`src/rtl/truth_table_pkg.sv`:
```
// Shared types and constants for the truth-table scanner.
// Holds the FSM state enum, settle width and row-count helper.
package truth_table_pkg;

  typedef enum logic [1:0] {
    S_IDLE,
    S_DRIVE,
    S_SAMPLE,
    S_DONE
  } state_e;

  localparam int SETTLE_W = 4;

  function automatic int rows_of(input int n_in);
    return 1 << n_in;
  endfunction

endpackage

```
`src/rtl/truth_table_scanner_settle_timer.sv`:
```
// Load/clear down-counter used to hold each stimulus row.
// tc_o is high whenever the count has reached zero.
module settle_timer
  import truth_table_pkg::*;
#(
  parameter int W = SETTLE_W
) (
  input  logic         clk,
  input  logic         rst_n,
  input  logic         load_i,
  input  logic [W-1:0] load_val_i,
  input  logic         en_i,
  input  logic         clear_i,
  output logic         tc_o
);

  logic [W-1:0] cnt_q;
  logic [W-1:0] cnt_d;

  always_comb begin
    cnt_d = cnt_q;
    if (clear_i) begin
      cnt_d = '0;
    end else if (load_i) begin
      cnt_d = load_val_i;
    end else if (en_i && (cnt_q != '0)) begin
      cnt_d = cnt_q - W'(1);
    end
  end

  always_ff @(posedge clk or negedge rst_n) begin
    if (!rst_n) begin
      cnt_q <= '0;
    end else begin
      cnt_q <= cnt_d;
    end
  end

  assign tc_o = (cnt_q == '0);

endmodule

```
`src/rtl/truth_table_scanner.sv`:
```
// Walks all input rows of a gate pair, samples both outputs
// into truth-table vectors and reports difference and match.
module truth_table_scanner
  import truth_table_pkg::*;
#(
  parameter int N_IN   = 2,
  parameter int SETTLE = 1
) (
  input  logic                       clk,
  input  logic                       rst_n,
  input  logic                       start_i,
  output logic [N_IN-1:0]            stim_o,
  input  logic                       res_a_i,
  input  logic                       res_b_i,
  output logic [rows_of(N_IN)-1:0]   tt_a_o,
  output logic [rows_of(N_IN)-1:0]   tt_b_o,
  output logic [rows_of(N_IN)-1:0]   diff_o,
  output logic                       busy_o,
  output logic                       done_o,
  output logic                       match_o
);

  localparam int ROWS = rows_of(N_IN);
  localparam logic [N_IN-1:0] LAST = {N_IN{1'b1}};
  localparam logic [SETTLE_W-1:0] RELOAD = SETTLE_W'(SETTLE - 1);

  state_e          state_q;
  logic [N_IN-1:0] stim_q;
  logic [ROWS-1:0] tt_a_q;
  logic [ROWS-1:0] tt_b_q;
  logic [ROWS-1:0] tt_a_d;
  logic [ROWS-1:0] tt_b_d;
  logic            busy_q;
  logic            done_q;
  logic            match_q;

  logic            is_last;
  logic            accept;
  logic            tmr_load;
  logic            tmr_en;
  logic            tmr_clr;
  logic            tmr_tc;

  assign is_last  = (stim_q == LAST);
  assign accept   = (state_q == S_IDLE) && start_i;
  assign tmr_load = accept || ((state_q == S_SAMPLE) && !is_last);
  assign tmr_en   = (state_q == S_DRIVE);
  assign tmr_clr  = (state_q == S_DONE);

  settle_timer #(
    .W (SETTLE_W)
  ) u_settle (
    .clk        (clk),
    .rst_n      (rst_n),
    .load_i     (tmr_load),
    .load_val_i (RELOAD),
    .en_i       (tmr_en),
    .clear_i    (tmr_clr),
    .tc_o       (tmr_tc)
  );

  // Next vectors include the row being sampled, so match sees it too.
  always_comb begin
    tt_a_d         = tt_a_q;
    tt_b_d         = tt_b_q;
    tt_a_d[stim_q] = res_a_i;
    tt_b_d[stim_q] = res_b_i;
  end

  always_ff @(posedge clk or negedge rst_n) begin
    if (!rst_n) begin
      state_q <= S_IDLE;
      stim_q  <= '0;
      tt_a_q  <= '0;
      tt_b_q  <= '0;
      busy_q  <= 1'b0;
      done_q  <= 1'b0;
      match_q <= 1'b0;
    end else begin
      done_q <= 1'b0;
      unique case (state_q)
        S_IDLE: begin
          if (start_i) begin
            state_q <= S_DRIVE;
            stim_q  <= '0;
            tt_a_q  <= '0;
            tt_b_q  <= '0;
            match_q <= 1'b0;
            busy_q  <= 1'b1;
          end
        end
        S_DRIVE: begin
          if (tmr_tc) begin
            state_q <= S_SAMPLE;
          end
        end
        S_SAMPLE: begin
          tt_a_q <= tt_a_d;
          tt_b_q <= tt_b_d;
          if (is_last) begin
            state_q <= S_DONE;
            done_q  <= 1'b1;
            match_q <= (tt_a_d == tt_b_d);
          end else begin
            state_q <= S_DRIVE;
            stim_q  <= stim_q + N_IN'(1);
          end
        end
        S_DONE: begin
          state_q <= S_IDLE;
          busy_q  <= 1'b0;
        end
        default: begin
          state_q <= S_IDLE;
        end
      endcase
    end
  end

  assign stim_o  = stim_q;
  assign tt_a_o  = tt_a_q;
  assign tt_b_o  = tt_b_q;
  assign diff_o  = tt_a_q ^ tt_b_q;
  assign busy_o  = busy_q;
  assign done_o  = done_q;
  assign match_o = match_q;

endmodule
```
`config.mk`:
```
export PLATFORM = sky130hd
export DESIGN_NAME = truth_table_scanner
export DESIGN_NICKNAME = d
export VERILOG_FILES = /design/src/rtl/truth_table_pkg.sv /design/src/rtl/truth_table_scanner_settle_timer.sv /design/src/rtl/truth_table_scanner.sv
export SDC_FILE = /design/constraint.sdc
export NUM_CORES = 1
export LEC_CHECK = 0
export ABC_AREA = 1
export CORE_MARGIN = 1
export CORE_UTILIZATION = 55
export DETAILED_ROUTE_END_ITERATION = 8
export PLACE_DENSITY = 0.83
export SLEW_MARGIN = 20
export SYNTH_ARGS = -nofsm -noshare
export SYNTH_HDL_FRONTEND = slang
export SYNTH_SLANG_ARGS = --single-unit
export TNS_END_PERCENT = 50
```
`constraint.sdc`:
```
create_clock -name clk -period 2 [get_ports clk]
set_input_delay 0.4 -clock clk [delete_from_list [all_inputs] [get_ports clk]]
set_output_delay 0.4 -clock clk [all_outputs]
set_load 0.03 [all_outputs]
```
== Yosys cells after proc, flatten, opt, wreduce, memory -nomap -nowiden ==
Index checks and enable logic that the tools add are counted.

* Bitwise operators: 1
* Reductions and logical operators: 17
* Add/subtract/negate cells: 2
* Muxes and demuxes: 24
* Order comparisons: 2
* Eq/ne operators: 9

{| class="wikitable"
|+ Operators by type and width
! kind !! count
|-
| two-way mux 4 bit || 4
|-
| case mux 4 bit (2 select lines) || 2
|-
| two-way mux 2 bit || 5
|-
| bitwise mux 4 bit || 2
|-
| inequality test 2 bit, second input constant || 4
|-
| case mux 2 bit (4 select lines) || 1
|-
| == test 2 bit, second input constant || 3
|-
| two-way mux 1 bit || 6
|-
| AND reduction 2 bit || 3
|-
| AND reduction 3 bit || 2
|-
| == test 4 bit || 1
|-
| logical AND 1 bit || 4
|-
| logical NOT 4 bit || 1
|-
| case mux 1 bit (2 select lines) || 2
|-
| case mux 2 bit (2 select lines) || 1
|-
| nonzero test 2 bit || 2
|-
| nonzero test 4 bit || 1
|-
| subtractor 4 x 1 -> 4 bit, second input constant || 1
|-
| bitwise XOR 4 bit || 1
|-
| less-than comparator 2 x 3 -> 1 bit, second input constant || 1
|-
| nonzero test 3 bit || 1
|-
| adder 2 x 1 -> 2 bit, second input constant || 1
|-
| demux 1 bit (select 2 bit) || 1
|-
| == test 2 x 1 -> 1 bit, second input constant || 1
|-
| 4 further kinds || 4
|}

* Flip-flop bits (word level): 19
* Logic and storage cells: 63
* Output and inout port bits: 17

== Depth between registers and ports, before layout ==
Gate-level depths: netlist of the first run.

* Depth in word-level cells: 8
* Mapped depth: 10
* Depth with buffers taken out: 10

== Hierarchy ==
A second synthesis of the first run with hierarchy kept.

* Cells, all modules: 176
* Area total of the unflattened synthesis: 1276.2 um2

{| class="wikitable"
|+ Modules (own cells, without submodules)
! module !! area each (um2) !! instances !! cells an instance
|-
| truth_table_scanner || 934.6 || 1 || 134
|-
| settle_timer || 341.6 || 1 || 42
|}

== Worst setup path after synthesis of the first run ==
OpenSTA, ideal clock, no wires.

* Kind: reg2reg
* Start: register stim_q[0], in the netlist stim_o[0]
* End: register match_q, in the netlist match_o
* Data arrival time: 1.385 ns
* Buffers on the path: 0
* Setup slack: 0.498 ns
* Cell stages (with the launch flop): 11
* Data required time: 1.883 ns
* Library setup time: 0.117 ns
* Path through: dfrtp_1 inv_1 ha_1 inv_1 nand2_1 nand2_1 nand2_1 nand2_1 nor2_1 nand3_1 nand2_1

* Cells in the longest elaborated chain, start to end: 8
* Elaborated cells on any way between the ends: 13
* Classes of those cells: order compare (2); eq/ne (3); mux (6); reduce/logical (2)

{| class="wikitable"
|+ RTL lines
! what !! line !! text
|-
| from (decl) || truth_table_scanner.sv:28 || <nowiki>logic [N_IN-1:0] stim_q;</nowiki>
|-
| from (signal assigned) || truth_table_scanner.sv:106 || <nowiki>stim_q <= stim_q + N_IN'(1);</nowiki>
|-
| less-than comparator 2 x 3 -> 1 bit (not written as such) or greater-or-equal comparator 2 x 1 -> 1 bit (tied branches) || truth_table_scanner.sv:66, truth_table_scanner.sv:67 ||
|-
| logical AND 1 bit (not written as such) || truth_table_scanner.sv:66, truth_table_scanner.sv:67 ||
|-
| two-way mux 1 bit (not written as such) || truth_table_scanner.sv:66, truth_table_scanner.sv:67 ||
|-
| demux 1 bit (select 2 bit) || truth_table_scanner.sv:66, truth_table_scanner.sv:67 ||
|-
| bitwise mux 4 bit (on tied branches) || truth_table_scanner.sv:66, truth_table_scanner.sv:67 ||
|-
| == test 4 bit || truth_table_scanner.sv:103 || <nowiki>match_q <= (tt_a_d == tt_b_d);</nowiki>
|-
| two-way mux 1 bit || truth_table_scanner.sv:100 || <nowiki>if (is_last) begin</nowiki>
|-
| case mux 1 bit (2 select lines) || truth_table_scanner.sv:81 || <nowiki>unique case (state_q)</nowiki>
|-
| to (signal assigned) || truth_table_scanner.sv:103 ||
|-
| to (decl) || truth_table_scanner.sv:35 || <nowiki>logic match_q;</nowiki>
|}

Parallel ways exist; a longest one is shown, timed or not. The select of a mux whose other input is x is not followed.
A chain may end at the register's enable or synchronous reset.

== Worst setup path in the final report of the first run ==
* Start: register stim_q[0], in the netlist stim_o[0]
* End: output stim_o[0]

{| class="wikitable"
|+ RTL lines
! what !! line !! text
|-
| to (decl) || truth_table_scanner.sv:12 || <nowiki>output logic [N_IN-1:0] stim_o,</nowiki>
|}

No word-level cell between the ends.

==> results.cfg, run 1 <==
[sta]
rsz0062_at_grt = false
tightest_slew_ps = 324
period_share = 0.932
fin_crit_ps = 1860
hold_violations = 0
fin_worst_skew_ps = 3.88
slew_violations = 0
maxSlewHeadroom = 0.784
tns_ps = 0
setup_violations = 0
max_clock_freq_mhz = 536

[detailed_routing]
vias = 1035
routed_wl_um = 2260
post-route-drc-count = 0
drtAntennaViolNets = 0
routedWlPerCell_um = 10.9
drt-initial-drc-count = 34
vias_per_cell = 5.00
drtPass1Iterations = 4

[cells_and_area]
nets = 192
fin_cells = 207
drive_above_1_share = 0.122
fin_area_sq_um = 1490
num_antenna_cells = 0
fin_util = 0.735
area_growth_pct = 23.0

[synth]
synth-seq-cells = 19
netlist_area_sq_um = 1210
syn_inst = 155
seq_area_frac_synth = 0.394
ys_warn_count = 0
ys_types = 22
syn_nets = 166
synth.avg_cell_area_sq_um = 7.79

[placed_design]
dp.final_hpwl_um = 1750
routabilityCongestion = 0.914
io_buffer_count = 21
dp.cells = 203
placed_area_sq_um = 1450

[setup_path]
cp_max_fo = 6
setup.worst_path.end_class = output port
critPathTopFamily = buffers and inverters
slowest_delay_ps = 710
cp-start-kind = flop
cp_data_required_time_ps = 1600
crit_arrival_ps = 1460
cp_cell_sequence = clkdlybuf4s50_1
crit_slowest_cell = clkdlybuf4s50_1
cp.buffers_inverters = 1
path_class = reg -> out

[clocking]
cts_setup_buffers = 0
ctsResizeCount = 0
htreeDepth = 1
cts_sinks = 19
clk_pin_slew_ps = 110
cts_hold_buf = 0
cts_buffer_depth = 2
cts_tree = yes
clkLatencyLatePin_ps = 290
cts_root_buffer = clkbuf_4
cts_buffers = 3

[die]
num_rows = 16
chipWidth_um = 48.9
die-area_sq_um = 2390
core_area_sq_um = 2020
pin_count = 22
dieHeight_um = 48.9
start_util = 0.597

[global_route]
gr-usage-all-layers = 0.229
antenna_found_initial = 0
grt_max_degree = 20
gr-total-overflow = 0
grt_pass1_wl_um = 4240
first_global_vias = 998

[flow_run]
maxCapViolations = 0

[power_and_ir_drop]
peakVddDrop_uv = 783
power_density_nw_per_um2 = 1330
leakage_nw = 0.849
total_power_mw = 1.98

[status]
status = finished clean

[hold_path]
hold_class = in -> async
flip-flops by register name, indices dropped and copies added, names as in the netlist:
name and flops:
done_o 1, tt_a_o 4, match_o 1, u_settle.cnt_q 4
tt_b_o 4, state_q 2, busy_o 1, stim_o 2
final cells by class:
type,count,area (sq um)
clock buffer,3,22.5
timing repair buffer,22,228
tap,27,33.8
clock inverter,1,5.00
sequential,19,475
inverter,27,101
multi-input combinational,108,619
fill,168,537
final timing paths:
check                           startpoint         to  slack, ps  cells past startpoint
worst max-delay path             stim_o[0]  stim_o[0]        140                      1
worst min-delay path                 rst_n  tt_b_o[1]        420                      2
worst max register to register   stim_o[0]    match_o        510                     10
worst min register to register      busy_o     busy_o        510                      2
max in group asynchronous            rst_n  tt_b_o[2]       1380                      2
min in group clk                    busy_o     busy_o        510                      2
cells by family after synthesis:
| family | Yosys count | share of synthesized area |
|---|---|---|
| flip-flops | 19 | 0.394 |
| buffers and inverters | 28 | 0.0933 |
| adder cells (fa/ha/maj) | 6 | 0.0622 |
| XOR/XNOR | 5 | 0.0363 |
| AND/OR/NAND/NOR | 82 | 0.326 |
| AO/OA/AOI/OAI | 15 | 0.0881 |
per-stage QoR:
stage	hold WS (ps)	setup slack (ps)
after floorplan	104	498
after global placement	471	367
after detailed placement	473	368
after CTS	422	34.1
after global routing	453	72.5
final	420	136
report_power, final:
part           leakage (nW)  internal (mW)  total [mW]  switching, mW
combinational         0.577          0.451        1.22          0.768
clock                0.0177         0.0743       0.191          0.117
sequential            0.254          0.473       0.569         0.0961
per-layer routing:
| metal | vias up | part of all wire | wire, um | global-route usage |
|---|---|---|---|---|
| li1 | 535 | - | - | - |
| met1 | 468 | 0.47 | 1070 | 0.315 |
| met2 | 28 | 0.46 | 1040 | 0.356 |
| met3 | 4 | 0.053 | 119 | 0.0374 |
| met4 | 0 | 0.017 | 38 | 0.0980 |
| met5 | - | 0 | 0 | 0 |
Yosys cell counts:
cell	instances	area [sq um]
nor2_2	2	12.5
o31ai_2	1	12.5
xor2_1	5	43.8
buf_6	1	11.3
nor3_1	1	5.00
nor2_1	5	18.8
nand2_8	1	20.0
o22ai_1	8	50.1
o21ai_2	2	17.5
nand4_1	1	6.26
ha_1	6	75.1
nand2_1	59	221
nand2_2	2	12.5
o21ai_0	3	15.0
nand3_4	2	35.0
o21bai_2	1	11.3
nand2_4	2	22.5
dfrtp_1	19	475
nor3_2	1	10.0
inv_2	3	11.3
inv_1	24	90.1
nand3_1	6	30.0
layout by cell type, fill, tap and decap left out, types with 2 or more instances in the layout:
cell type	count
xor2_1	5
nand3_4	2
o22ai_1	8
inv_1	24
nor2_1	5
clkbuf_4	3
ha_1	6
dlymetal6s2s_1	4
o21ai_0	3
nand2_4	2
nand2_2	2
dfrtp_1	19
nand3_1	6
inv_2	3
nor2_2	2
clkdlybuf4s50_1	17
nand2_1	59
o21ai_2	2
Note: power is estimated with default switching activity, not from simulation.
==> run 2: changes to the inputs <==
ABC_AREA = unset   (was 1)
CAP_MARGIN = 20   (was unset)
CORE_UTILIZATION = 53   (was 55)
CTS_CLUSTER_SIZE = 30   (was unset)
PLACE_DENSITY = 0.82   (was 0.83)
==> run 2 against run 1 <==
  * Hold slack better by 1.9 ps
  * Clock skew down 1.1 ps
  * Via count down 15%
  * Sequential share of layout area up 3.6 points
  * Worst setup slack worse by 37 ps
  * Register-to-register slack worse by 40 ps
  * Clock power up 6%
  * Final cell count down 24%
  * Core utilization up 0.57 points
  * Largest cell class unchanged
==> results.cfg, run 2 <==
[die]
pin_count = 22
core_area_sq_um = 1800
chipWidth_um = 46.9
num_rows = 15
start_util = 0.592
die-area_sq_um = 2190
dieHeight_um = 46.9

[cells_and_area]
final_cell_mix = dfrtp_1, clkdlybuf4s50_1, nand2_1, o21ai_0
nets = 145
fillers = 149
mostFrequentLayoutCell = dfrtp_1
area_growth_pct = 25.1
num_antenna_cells = 0
drive_above_1_share = 0.0752

[detailed_routing]
routedWlPerCell_um = 14.2
routed_wl_um = 2250
wl_met2_um = 1070
drtPass1Iterations = 4
met3_length_um = 119
drtAntennaViolNets = 0
vias = 878
drt-met1-wl_um = 1050
drt-initial-drc-count = 21
post-route-drc-count = 0
highest_layer = met4
vias_per_cell = 5.56

[setup_path]
crit_slowest_cell = clkdlybuf4s50_1
cp-start-kind = flop
cp_data_required_time_ps = 1600
crit_arrival_ps = 1500
setup.worst_path.end_class = output port
slowest_delay_ps = 710
critPathTopFamily = buffers and inverters
cp_cell_sequence = clkdlybuf4s50_1
cp_max_fo = 7
path_class = reg -> out
cp.buffers_inverters = 1

[synth]
synth_commonest_cells = dfrtp_1, nand2_1, o21ai_0
synth_top_area_frac = 0.446
synth_area_leaders = dfrtp_1, mux2i_1, ha_1
synth_ff_type = dfrtp_1
yosys.area_share.simple = 0.157
syn_nets = 121
synthMuxAreaShare = 0.0857
ys_warn_count = 0
async_flop_share = 1.00
seq_area_frac_synth = 0.446
synth.most_common_cell = dfrtp_1
synth_top_family_by_area = simple AND/OR/NAND/NOR gates
syn_inst = 110
synth-seq-cells = 19
synth_xor_area_frac = 0.0411
synth_edf_count = 0
synth-adder-area-share = 0.0704
netlist_area_sq_um = 1070
synth.avg_cell_area_sq_um = 9.69
yosys.area.top_type = dfrtp_1
synth_compound_area_frac = 0.150
ys_types = 29

[clocking]
cts_buffer_depth = 2
cts_sinks = 19
clkLatencyLatePin_ps = 300
clk_pin_slew_ps = 110
cts_tree = yes
cts_buffers = 3
cts_root_buffer = clkbuf_4
htreeDepth = 1

[global_route]
grt_max_degree = 20
antenna_found_initial = 0
first_global_vias = 831
gr-usage-all-layers = 0.243
grt_pass1_wl_um = 3680
gr-total-overflow = 0

[hold_path]
hold_class = in -> async

[placed_design]
io_buffer_count = 21
routabilityCongestion = 0.809
dp.final_hpwl_um = 1700
pre_cts_ws_ps = 286

[sta]
tns_ps = 0
fin_worst_skew_ps = 2.75
period_share = 0.951
maxSlewHeadroom = 0.747
tightest_slew_ps = 370
rsz0062_at_grt = false
setup_slack_ps = 99.0
slew_violations = 0
hold_violations = 0
fin_crit_ps = 1900
setup_violations = 0
max_clock_freq_mhz = 526

[power_and_ir_drop]
power_density_nw_per_um2 = 1570
peakVddDrop_uv = 965
leakage_nw = 0.619

[flow_run]
maxCapViolations = 0

[status]
status = finished clean
run 2: cell types whose count changed after synthesis, moves of 3 or more:
cell and change:
inv_2 -3, a21oi_1 +6, nor2b_1 +3, mux2i_1 +8, nand2_1 -46, nor2_1 -3, inv_1 -16, buf_2 +3
nand3_1 -5, nand2b_1 +3, o21ai_0 +10, o22ai_1 -8
run 2: worst paths after layout:
kind | start | end | slack (ps) | cells past startpoint
hold reg to reg | match_o | match_o | 500 | 1
setup / recovery | stim_o[0] | stim_o[0] | 100 | 1
hold / removal | rst_n | stim_o[0] | 420 | 2
setup reg to reg | stim_o[0] | match_o | 470 | 5
max in group asynchronous | rst_n | stim_o[1] | 1380 | 2
min in group clk | match_o | match_o | 500 | 1
run 2: metal layers:
layer | global-route usage | vias to the layer above
met5 | 0 | -
met4 | 0.0857 | 0
met3 | 0.0538 | 4
met2 | 0.389 | 31
met1 | 0.324 | 425
li1 | - | 418
run 2: kinds of logic after synthesis:
kind of cell,count (synthesis)
DFF,19
buffers and inverters,13
and+or+nand+nor,31
muxes,9
AOI/OAI and AO/OA,27
adders and majority gates,6
xor gates and xnor gates,5
run 2: what timing repair did:
item / in CTS / in global routing
hold endpoints to repair: 0 / 0
buffers inserted: 0 / 0
endpoints found under the setup margin: 3 / 1
gates cloned: 0 / 0
resized for setup: 3 / 1
hold buffers: 0 / 0
run 2: report_power, final:
group	switching (mW)	internal [mW]
combinational	0.713	0.500
sequential	0.168	0.510
clock	0.127	0.0747
total	1.01	1.08
run 2: layout make-up:
class                           instances  area (sq um)  area share
Clock buffer                            3          22.5      0.0169
Clock inverter                          1          5.00     0.00375
Inverter                                8          30.0      0.0225
Multi-Input combinational cell         78           538       0.403
Sequential cell                        19           475       0.356
Tap cell                               25          31.3      0.0235
Timing Repair Buffer                   24           231       0.174
run 2: metrics by stage:
step	hold WS, ps	total power [mW]	area [sq um]	instances	utilization
after global routing	463	2.23	1330	158	0.740
after floorplan	104	1.48	1070	110	-
after CTS	431	2.10	1330	158	0.739
after global placement	486	1.89	1310	154	0.726
final	422	2.09	1330	158	0.740
after detailed placement	480	1.92	1310	154	0.726
run 2: worst register-to-register path, delay by kind of cell, from the launching register on:
kind,cells,cell delay [ps]
AOI/OAI and AO/OA,2,590
DFF,1,470
adders and majority gates,1,240
buffers and inverters,2,170
==> RTL edit, RTL diff (settings of run 1) <==
Re-encode `state_e` (4 states) as Gray code, 2 bits wide.
--- a/src/rtl/truth_table_pkg.sv
+++ b/src/rtl/truth_table_pkg.sv
@@ -4,8 +4,8 @@
 
   typedef enum logic [1:0] {
-    S_IDLE,
-    S_DRIVE,
-    S_SAMPLE,
-    S_DONE
+    S_IDLE   = 2'b00,
+    S_DRIVE  = 2'b01,
+    S_SAMPLE = 2'b11,
+    S_DONE   = 2'b10
   } state_e;
 
Function: no difference found for any inputs over 10 cycles, from zero or initial values and one cycle with rst_n low; not proved beyond that.
==> RTL edit against run 1 <==
Power increased by 25%; design area decreased by 1.2%; first-iteration DRC count decreased by 15%; setup slack improved by 0.0015 ns; sequential cell count unchanged; area after synthesis decreased by 2.0%; synthesized cell count increased by 2.6%; via count increased by 5.7%; sequential share of layout area increased by 0.38 points; register-to-register slack improved by 0.04 ns; wire length increased by 7.9%; clock skew increased by 0.0052 ns.
==> RTL edit: results (changes against run 1) <==
[power] Max rail drop VDD 1.09 mV [+39%]
[finish] sequential cell area share 0.324 [+0.00382]
[finish] Net count, final 197 [+2.6%]
[finish] # clk buffers 4 [+1]
[finish] Design Area, Final 1470 µm² [-1.2%]
[power] internal cell power 0.00120 W [+20%]
[detailed_routing] Routed met3 length 97 µm [-18%]
[finish] Inverters, non-clock 30 [+11%]
[power] cell leakage power 0.830 nW [-2.2%]
[grt] global-route wire length before repair 4370 µm [+3.1%]
[sta] Setup Skew 0.00909 ns [+0.00521 ns]
[finish] area of combinational cells with multiple inputs 591 µm² [-4.6%]
[grt] met2 GRT Util 0.423 [+0.0661]
[grt] met1 layer usage reported by global route 0.299 [-0.0162]
[finish] layout cell share with drive strength beyond 1 0.0757 [-0.0465]
[synth] xor and xnor area share after synthesis 0.0370 [+0.000728]
[finish] Filler Cells Inserted 161 [-4.2%]
[finish] clock-cell share of area 0.0179 [-0.000631]
[placed_design] area of placed instances 1440 µm² [-0.86%]
[sta] worst hold slack after final layout 0.433 ns [+0.0129 ns]
[finish] layout multi-input combinational cell count 110 [+1.9%]
[placed_design] last weighted congestion value of the routability-driven placer 0.855 [-6.4%]
[synth] net count after synthesis 170 [+2.4%]
[grt] overall global routing resource usage 0.239 [+0.00973]
[finish] Non-Clock Buffer Area Fraction 0.153 [-0.000728]
[detailed_routing] routed metal-1 wire length 1140 µm [+6.7%]
[run_status] run status complete, no violations
[floorplanning] Die Area 2340 µm² [-1.9%]
[synth] synthesized-area fraction occupied by ao, oa, aoi and oai cells 0.0846 [-0.00352]
[grt] GR met3 Demand/Resource 0.0472 [+0.00979]
[synth] Mapped Cells 159 [+2.6%]
[detailed_routing] ratio of routed vias to standard cells 5.16 [+3.2%]
[grt] vias in the first global route 1,041 [+4.3%]
[clock_tree] number of cells upsized or downsized after cts 1 [+1]
RTL edit: changes by cell type after synthesis, sizes merged, moves of 2 or more:
cell   before  now
o21ai       5    7
inv        27   30
nor2        7    5
nand2      64   66
RTL edit: how the worst max path moves through the flow:
stage / startpoint / slack [ns] / cells after the start / end
5_1_grt: stim_o[0]$_DFFE_PN0P_ / 0.08 / 1 / stim_o[0]
6_report: stim_o[0]$_DFFE_PN0P_ / 0.14 / 1 / stim_o[0]
4_1_cts: tt_b_o[1]$_DFFE_PN0P_ / 0.01 / 2 / diff_o[1]
3_5_place_dp: tt_b_o[0]$_DFFE_PN0P_ / 0.34 / 2 / diff_o[0]
3_3_place_gp: tt_a_o[2]$_DFFE_PN0P_ / 0.37 / 2 / diff_o[2]
2_1_floorplan: stim_o[0]$_DFFE_PN0P_ / 0.52 / 10 / match_o$_DFFE_PN0P_
